==> config.mk <==
export PLATFORM = sky130hd
export DESIGN_NAME = eeg_feature_extractor
export DESIGN_NICKNAME = d
export VERILOG_FILES = /design/src/rtl/eeg_feat_pkg.sv /design/src/rtl/eeg_feature_extractor_acc.sv /design/src/rtl/eeg_feature_extractor.sv
export SDC_FILE = /design/constraint.sdc
export NUM_CORES = 1
export LEC_CHECK = 0
export BUFFER_PORTS_ARGS = -buffer_cell sky130_fd_sc_hd__clkbuf_2
export CORE_MARGIN = 1.5
export CORE_UTILIZATION = 60
export DETAILED_ROUTE_END_ITERATION = 8
export PLACE_DENSITY = 0.83
export SYNTH_ARGS = -nofsm -noshare
export SYNTH_HDL_FRONTEND = slang
export SYNTH_SLANG_ARGS = --single-unit
==> constraint.sdc <==
create_clock -name clk -period 30.2 [get_ports clk]
set_clock_uncertainty 0.2 [all_clocks]
set_input_delay 7.55 -clock clk [delete_from_list [all_inputs] [get_ports clk]]
set_output_delay 7.55 -clock clk [all_outputs]
set_load 0.01 [all_outputs]
==> src/rtl/eeg_feat_pkg.sv <==
// Shared constants, FSM state encoding and saturating magnitude helper
// for the EEG mean-absolute-value feature stage.
package eeg_feat_pkg;

  localparam int unsigned NUM_CH   = 8;
  localparam int unsigned SAMPLE_W = 16;
  localparam int unsigned MAG_W    = SAMPLE_W - 1;

  typedef enum logic [0:0] {
    RESYNC = 1'b0,
    ACCUM  = 1'b1
  } state_e;

  // |x| with -32768 clamped to 32767 so the magnitude always fits 15 bits
  function automatic logic [MAG_W-1:0] abs_sat16(input logic signed [SAMPLE_W-1:0] x);
    logic [MAG_W-1:0] m;
    if (x[SAMPLE_W-1]) begin
      if (x[SAMPLE_W-2:0] == '0) m = '1;
      else                       m = MAG_W'(-x);
    end else begin
      m = x[MAG_W-1:0];
    end
    return m;
  endfunction

endpackage

==> src/rtl/eeg_feature_extractor_acc.sv <==
// Per-channel magnitude accumulator; a clear may be combined with an add
// so the first sample of a new window lands in the same cycle.
module eeg_mav_acc
  import eeg_feat_pkg::*;
#(
  parameter int unsigned ACC_W = MAG_W + 6
) (
  input  logic             clk,
  input  logic             rst_n,
  input  logic             clear,
  input  logic             add_en,
  input  logic [MAG_W-1:0] magnitude,
  output logic [ACC_W-1:0] acc
);

  always_ff @(posedge clk) begin
    if (!rst_n) begin
      acc <= '0;
    end else if (clear) begin
      acc <= add_en ? ACC_W'(magnitude) : '0;
    end else if (add_en) begin
      acc <= acc + ACC_W'(magnitude);
    end
  end

endmodule

==> src/rtl/eeg_feature_extractor.sv <==
// Channel-interleaved EEG stream to per-channel MAV feature vector, with
// channel-order checking and drop-on-backpressure output register bank.
module eeg_feature_extractor
  import eeg_feat_pkg::*;
#(
  parameter int unsigned LOG2_WIN = 6
) (
  input  logic        clk,
  input  logic        rst_n,
  input  logic        s_valid,
  output logic        s_ready,
  input  logic [15:0] s_data,
  input  logic [2:0]  s_chan,
  output logic        feat_valid,
  input  logic        feat_ready,
  output logic [15:0] f0,
  output logic [15:0] f1,
  output logic [15:0] f2,
  output logic [15:0] f3,
  output logic [15:0] f4,
  output logic [15:0] f5,
  output logic [15:0] f6,
  output logic [15:0] f7,
  output logic        seq_err,
  output logic        feat_overrun
);

  localparam int unsigned ACC_W    = MAG_W + LOG2_WIN;
  localparam logic [0:0]  S_RESYNC = RESYNC;
  localparam logic [0:0]  S_ACCUM  = ACCUM;

  logic [0:0]          state_q, state_d;
  logic [2:0]          chan_q, chan_d;
  logic [LOG2_WIN-1:0] row_q, row_d;
  logic                accept;
  logic [MAG_W-1:0]    mag;
  logic                clear;
  logic [NUM_CH-1:0]   add_en;
  logic                seq_err_d;
  logic                overrun_d;
  logic                load;
  logic [ACC_W-1:0]    acc [NUM_CH];
  logic [ACC_W-1:0]    last_sum;
  logic [SAMPLE_W-1:0] feat_new [NUM_CH];
  logic [SAMPLE_W-1:0] feat_q [NUM_CH];

  assign accept = s_valid && s_ready;
  assign mag    = abs_sat16(s_data);

  for (genvar g = 0; g < NUM_CH; g++) begin : g_acc
    eeg_mav_acc #(.ACC_W(ACC_W)) u_acc (
      .clk       (clk),
      .rst_n     (rst_n),
      .clear     (clear),
      .add_en    (add_en[g]),
      .magnitude (mag),
      .acc       (acc[g])
    );
  end

  // Channel 7 is folded in combinationally since its last sample is not yet in acc
  always_comb begin
    last_sum = acc[NUM_CH-1] + ACC_W'(mag);
    for (int i = 0; i < NUM_CH; i++) begin
      feat_new[i] = SAMPLE_W'(acc[i] >> LOG2_WIN);
    end
    feat_new[NUM_CH-1] = SAMPLE_W'(last_sum >> LOG2_WIN);
  end

  always_comb begin
    state_d   = state_q;
    chan_d    = chan_q;
    row_d     = row_q;
    clear     = 1'b0;
    add_en    = '0;
    seq_err_d = 1'b0;
    overrun_d = 1'b0;
    load      = 1'b0;
    if (accept) begin
      case (state_q)
        S_RESYNC: begin
          if (s_chan == 3'd0) begin
            clear     = 1'b1;
            add_en[0] = 1'b1;
            chan_d    = 3'd1;
            row_d     = '0;
            state_d   = S_ACCUM;
          end
        end
        default: begin
          if (s_chan != chan_q) begin
            seq_err_d = 1'b1;
            clear     = 1'b1;
            row_d     = '0;
            if (s_chan == 3'd0) begin
              add_en[0] = 1'b1;
              chan_d    = 3'd1;
            end else begin
              chan_d  = 3'd0;
              state_d = S_RESYNC;
            end
          end else if ((chan_q == 3'd7) && (&row_q)) begin
            clear  = 1'b1;
            chan_d = 3'd0;
            row_d  = '0;
            if (!feat_valid || feat_ready) load = 1'b1;
            else                           overrun_d = 1'b1;
          end else begin
            add_en[chan_q] = 1'b1;
            chan_d         = chan_q + 3'd1;
            if (chan_q == 3'd7) row_d = row_q + LOG2_WIN'(1);
          end
        end
      endcase
    end
  end

  always_ff @(posedge clk) begin
    if (!rst_n) begin
      state_q      <= S_RESYNC;
      chan_q       <= '0;
      row_q        <= '0;
      s_ready      <= 1'b0;
      feat_valid   <= 1'b0;
      seq_err      <= 1'b0;
      feat_overrun <= 1'b0;
      for (int i = 0; i < NUM_CH; i++) feat_q[i] <= '0;
    end else begin
      state_q      <= state_d;
      chan_q       <= chan_d;
      row_q        <= row_d;
      s_ready      <= 1'b1;
      seq_err      <= seq_err_d;
      feat_overrun <= overrun_d;
      if (load) begin
        feat_valid <= 1'b1;
        for (int i = 0; i < NUM_CH; i++) feat_q[i] <= feat_new[i];
      end else if (feat_ready) begin
        feat_valid <= 1'b0;
      end
    end
  end

  assign f0 = feat_q[0];
  assign f1 = feat_q[1];
  assign f2 = feat_q[2];
  assign f3 = feat_q[3];
  assign f4 = feat_q[4];
  assign f5 = feat_q[5];
  assign f6 = feat_q[6];
  assign f7 = feat_q[7];

endmodule

==> summary.md <==
| Metric | Value |
|---|---|
| Most common cell after layout, fill and taps aside | `nand2_1` |
| Total Neg Setup Slack | `0 ns` |
| Slew headroom | `0.162` |
| Largest net degree at the start of global routing | `88` |
| Setup Fix Bufs, Post-CTS | `0` |
| Status | `complete, no violations` |
| Chip Height | `174 um` |
| DRT iter0 DRCs | `1,362` |
| Pwr/cell area | `47.2 mW/mm2` |
| Worst setup path startpoint | `s_data[0]` |
| Worst Setup Start Kind | `input pin` |
| Area delta synth->final | `11.9%` |
| Initial core utilization | `0.612` |
| Min-delay src | `g_acc[3].u_acc.acc[4]$_SDFFE_PN0P_` |
| DP HPWL | `28.6 mm` |
| First-pass GRT wire length | `69.2 mm` |
| Clock buffer depth | `3` |
| Clk sinks | `302` |
| DIE AREA | `0.0304 mm2` |
| Critical path fanouts, max | `15` |
| Post-CTS Resized | `0` |
| Synth Register Bits | `302` |
| Reg-to-Reg End | `g_acc[3].u_acc.acc[14]$_SDFFE_PN0P_` |
| Synth warn | `0` |
| Hold_buf cts | `0` |
| Worst vdd ir | `0.0000403 V` |
| Die width | `174 um` |
| Fin nets | `2,219` |
| Initial antenna violation count | `0` |
| Wirelength per Cell | `17.3 um` |
| Crit end category | `flop` |
| Max Clk Rate | `79.6 MHz` |
| Vias in the first global route | `14,000` |
| N_diodes | `0` |
| Layout cells sized above 1 | `0.120` |
| # rows | `62` |
| WHS Path Cells | `2` |
| CP bufs+invs | `2` |
| Total power | `931 uW` |
| CP dominant cell by count | `ha_1` |
| Mean Syn Cell Area | `9.11 um2` |
| Detailed-route via count | `14,800` |
| Clock Tree Root | `clkbuf_16` |
| # setup viols final | `0` |
| Commonest cells after routing, fill and taps aside | `200 x nand2_1, 182 x a21oi_1, 182 x dfxtp_1` |
| Core Region | `0.0288 mm2` |
| Max-slew violations | `0` |
| Fin crit period | `12.56 ns` |
| Vias/cell | `6.00` |
| Port bufs | `146` |
| CTS tree | `done` |
| Worst hold endpoint | `g_acc[3].u_acc.acc[4]$_SDFFE_PN0P_` |
| GRT Util Overall | `0.278` |
| CP arrival | `12.83 ns` |
| Post-synth ARST share | `0` |
| CP required | `30.47 ns` |
| DRC errors left | `0` |
| Final Hold Viols | `0` |
| Sequential-to-total area share from yosys stat | `0.412` |
| CTS H-tree lvls | `1` |
| Worst-skew pair later-pin latency | `0.56 ns` |
| Slew at the pin closest to its max-slew limit | `1.25 ns` |
| R2R Setup Slk | `26.21 ns` |
| CP Cell Sequence | `clkbuf_2 > inv_1 > ha_1 > or2b_2 > or3_4 > or4_4 > or3b_1 > nand2_1 > ha_1 > a2111oi_0 > a31oi_1 > a211oi_1 > o21ai_0 > a21oi_1` |
| Final Core Density | `0.685` |
| Tcrit/Tclk final | `0.416` |
| Slowest cell on crit path | `nand2_1` |
| Clock transition at the registers of the reported paths | `0.06 ns` |
| DR pass1 iterations | `5` |
| Post-synthesis cell type count | `78` |
| R2r startpoint | `chan_q[0]$_SDFFE_PN0P_` |
| Pre-CTS setup slack | `17.26 ns` |
| Ports | `155` |
| Fill count | `2,217` |
| Class of the worst hold path | `reg -> reg` |
| CP peak stage delay | `0.71 ns` |
| Synth Instances | `1,933` |
| Mapped Area | `0.0176 mm2` |
| Cell family with most CP delay | `simple AND/OR/NAND/NOR gates` |
| FF-to-FF path depth | `10` |
| Crit Path Category | `in -> reg` |
| Leakage | `8.06 nW` |
| Maxcap violations | `0` |
| Num CTS Buffers | `30` |
| Post-synth EDFFs | `120` |
| Gr ovfl total | `0` |
| Antenna viol nets, final | `0` |
| Worst hold slack | `0.258 ns` |
| Final WS setup | `17.65 ns` |
| Routed WL | `42.7 mm` |
| RSZ-0062 raised after global routing | `no` |
| Routability congestion estimate | `0.936` |
| Synth Flop Type | `dfxtp_1` |
==> worst reg2reg max path, cell delays in order (launching register included) <==
cell	delay, ns
dfxtp_1	0.68
ha_1	0.25
ha_1	0.20
nand4_1	0.33
nand2_1	0.38
nand2_1	0.17
nand2_4	0.60
buf_4	0.68
nor3_1	0.13
mux2i_1	0.18
nand3_1	0.08
==> per-layer routing <==
metal | global-route usage | vias to the layer above | share of wire
met1 | 0.372 | 6909 | 0.44
met5 | 0 | - | 0
met4 | 0.117 | 0 | 0.039
met2 | 0.453 | 543 | 0.45
li1 | - | 7214 | -
met3 | 0.0363 | 113 | 0.068
==> worst max-delay path by stage <==
stage,to,slack [ns],cells past startpoint
4_1_cts,g_acc[0].u_acc.acc[16]$_SDFFE_PN0P_,17.83,19
3_3_place_gp,g_acc[0].u_acc.acc[16]$_SDFFE_PN0P_,17.45,19
6_report,g_acc[0].u_acc.acc[16]$_SDFFE_PN0P_,17.65,14
2_1_floorplan,feat_q[0][0]$_SDFFCE_PN0P_,8.93,4
3_5_place_dp,g_acc[0].u_acc.acc[16]$_SDFFE_PN0P_,17.26,19
5_1_grt,g_acc[0].u_acc.acc[16]$_SDFFE_PN0P_,17.35,16
==> through the flow <==
step / cell area, um2 / std cells
after floorplan: 17600 / 1940
after global placement: 18700 / 2407
after detailed placement: 18700 / 2407
after CTS: 19700 / 2463
after global routing: 19700 / 2463
final: 19700 / 2463
==> logic make-up after synthesis <==
family / count (synthesis) / synth area share
simple gates: 722 / 0.205
flops: 302 / 0.412
mux: 9 / 0.00512
buf+inv: 130 / 0.0313
other cells: 1 / 0.000213
compound gates: 504 / 0.181
xor+xnor: 124 / 0.0617
fa+ha+maj: 141 / 0.104
==> cell usage after synthesis (6+ instances only) <==
| cell type | count | area share |
|---|---|---|
| a31oi_1 | 19 | 0.0068 |
| nand3_1 | 61 | 0.017 |
| o21ai_0 | 84 | 0.024 |
| a21boi_0 | 7 | 0.0030 |
| edfxtp_1 | 120 | 0.20 |
| and2_1 | 115 | 0.041 |
| a22oi_1 | 7 | 0.0030 |
| o31ai_1 | 18 | 0.0077 |
| o21bai_1 | 12 | 0.0051 |
| and3_1 | 16 | 0.0057 |
| nand2_1 | 201 | 0.043 |
| xor2_1 | 48 | 0.024 |
| nand2b_1 | 21 | 0.0075 |
| clkbuf_1 | 63 | 0.013 |
| nand3b_1 | 8 | 0.0034 |
| a21o_1 | 49 | 0.021 |
| o211ai_1 | 10 | 0.0043 |
| nor3b_1 | 6 | 0.0026 |
| a21oi_1 | 182 | 0.052 |
| xnor2_1 | 76 | 0.038 |
| nor2b_1 | 23 | 0.0082 |
| or3_1 | 31 | 0.011 |
| mux2i_1 | 9 | 0.0051 |
| inv_1 | 47 | 0.010 |
| buf_4 | 11 | 0.0047 |
| dfxtp_1 | 182 | 0.21 |
| nor3_1 | 41 | 0.012 |
| or2_2 | 7 | 0.0025 |
| nand4_1 | 22 | 0.0078 |
| nor2_1 | 139 | 0.030 |
| a211oi_1 | 27 | 0.012 |
| o21a_1 | 27 | 0.012 |
| ha_1 | 133 | 0.095 |
| fa_1 | 8 | 0.0091 |
| nor4_1 | 8 | 0.0028 |
==> flip-flops by register name, indices dropped and copies added (netlist names) <==
| signal | flops |
|---|---|
| chan_q | 3 |
| feat_overrun | 1 |
| feat_q | 120 |
| feat_valid | 1 |
| g_acc.u_acc.acc | 168 |
| row_q | 6 |
| s_ready | 1 |
| seq_err | 1 |
| state_q | 1 |
==> power breakdown <==
part / internal [mW] / total [mW] / switching [mW]
logic: 0.0350 / 0.103 / 0.0684
registers: 0.432 / 0.435 / 0.00313
clock network: 0.230 / 0.392 / 0.162
total: 0.697 / 0.931 / 0.234
==> layout make-up <==
cell class                      count  area, um2  area share
Multi-Input combinational cell   1508       9880       0.501
Sequential cell                   302       7250       0.368
Timing Repair Buffer              165        873      0.0443
Clock buffer                       33        783      0.0398
Tap cell                          384        480      0.0244
Clock inverter                     23        258      0.0131
Inverter                           48        180     0.00914
Power figures use the tool's default switching activity.
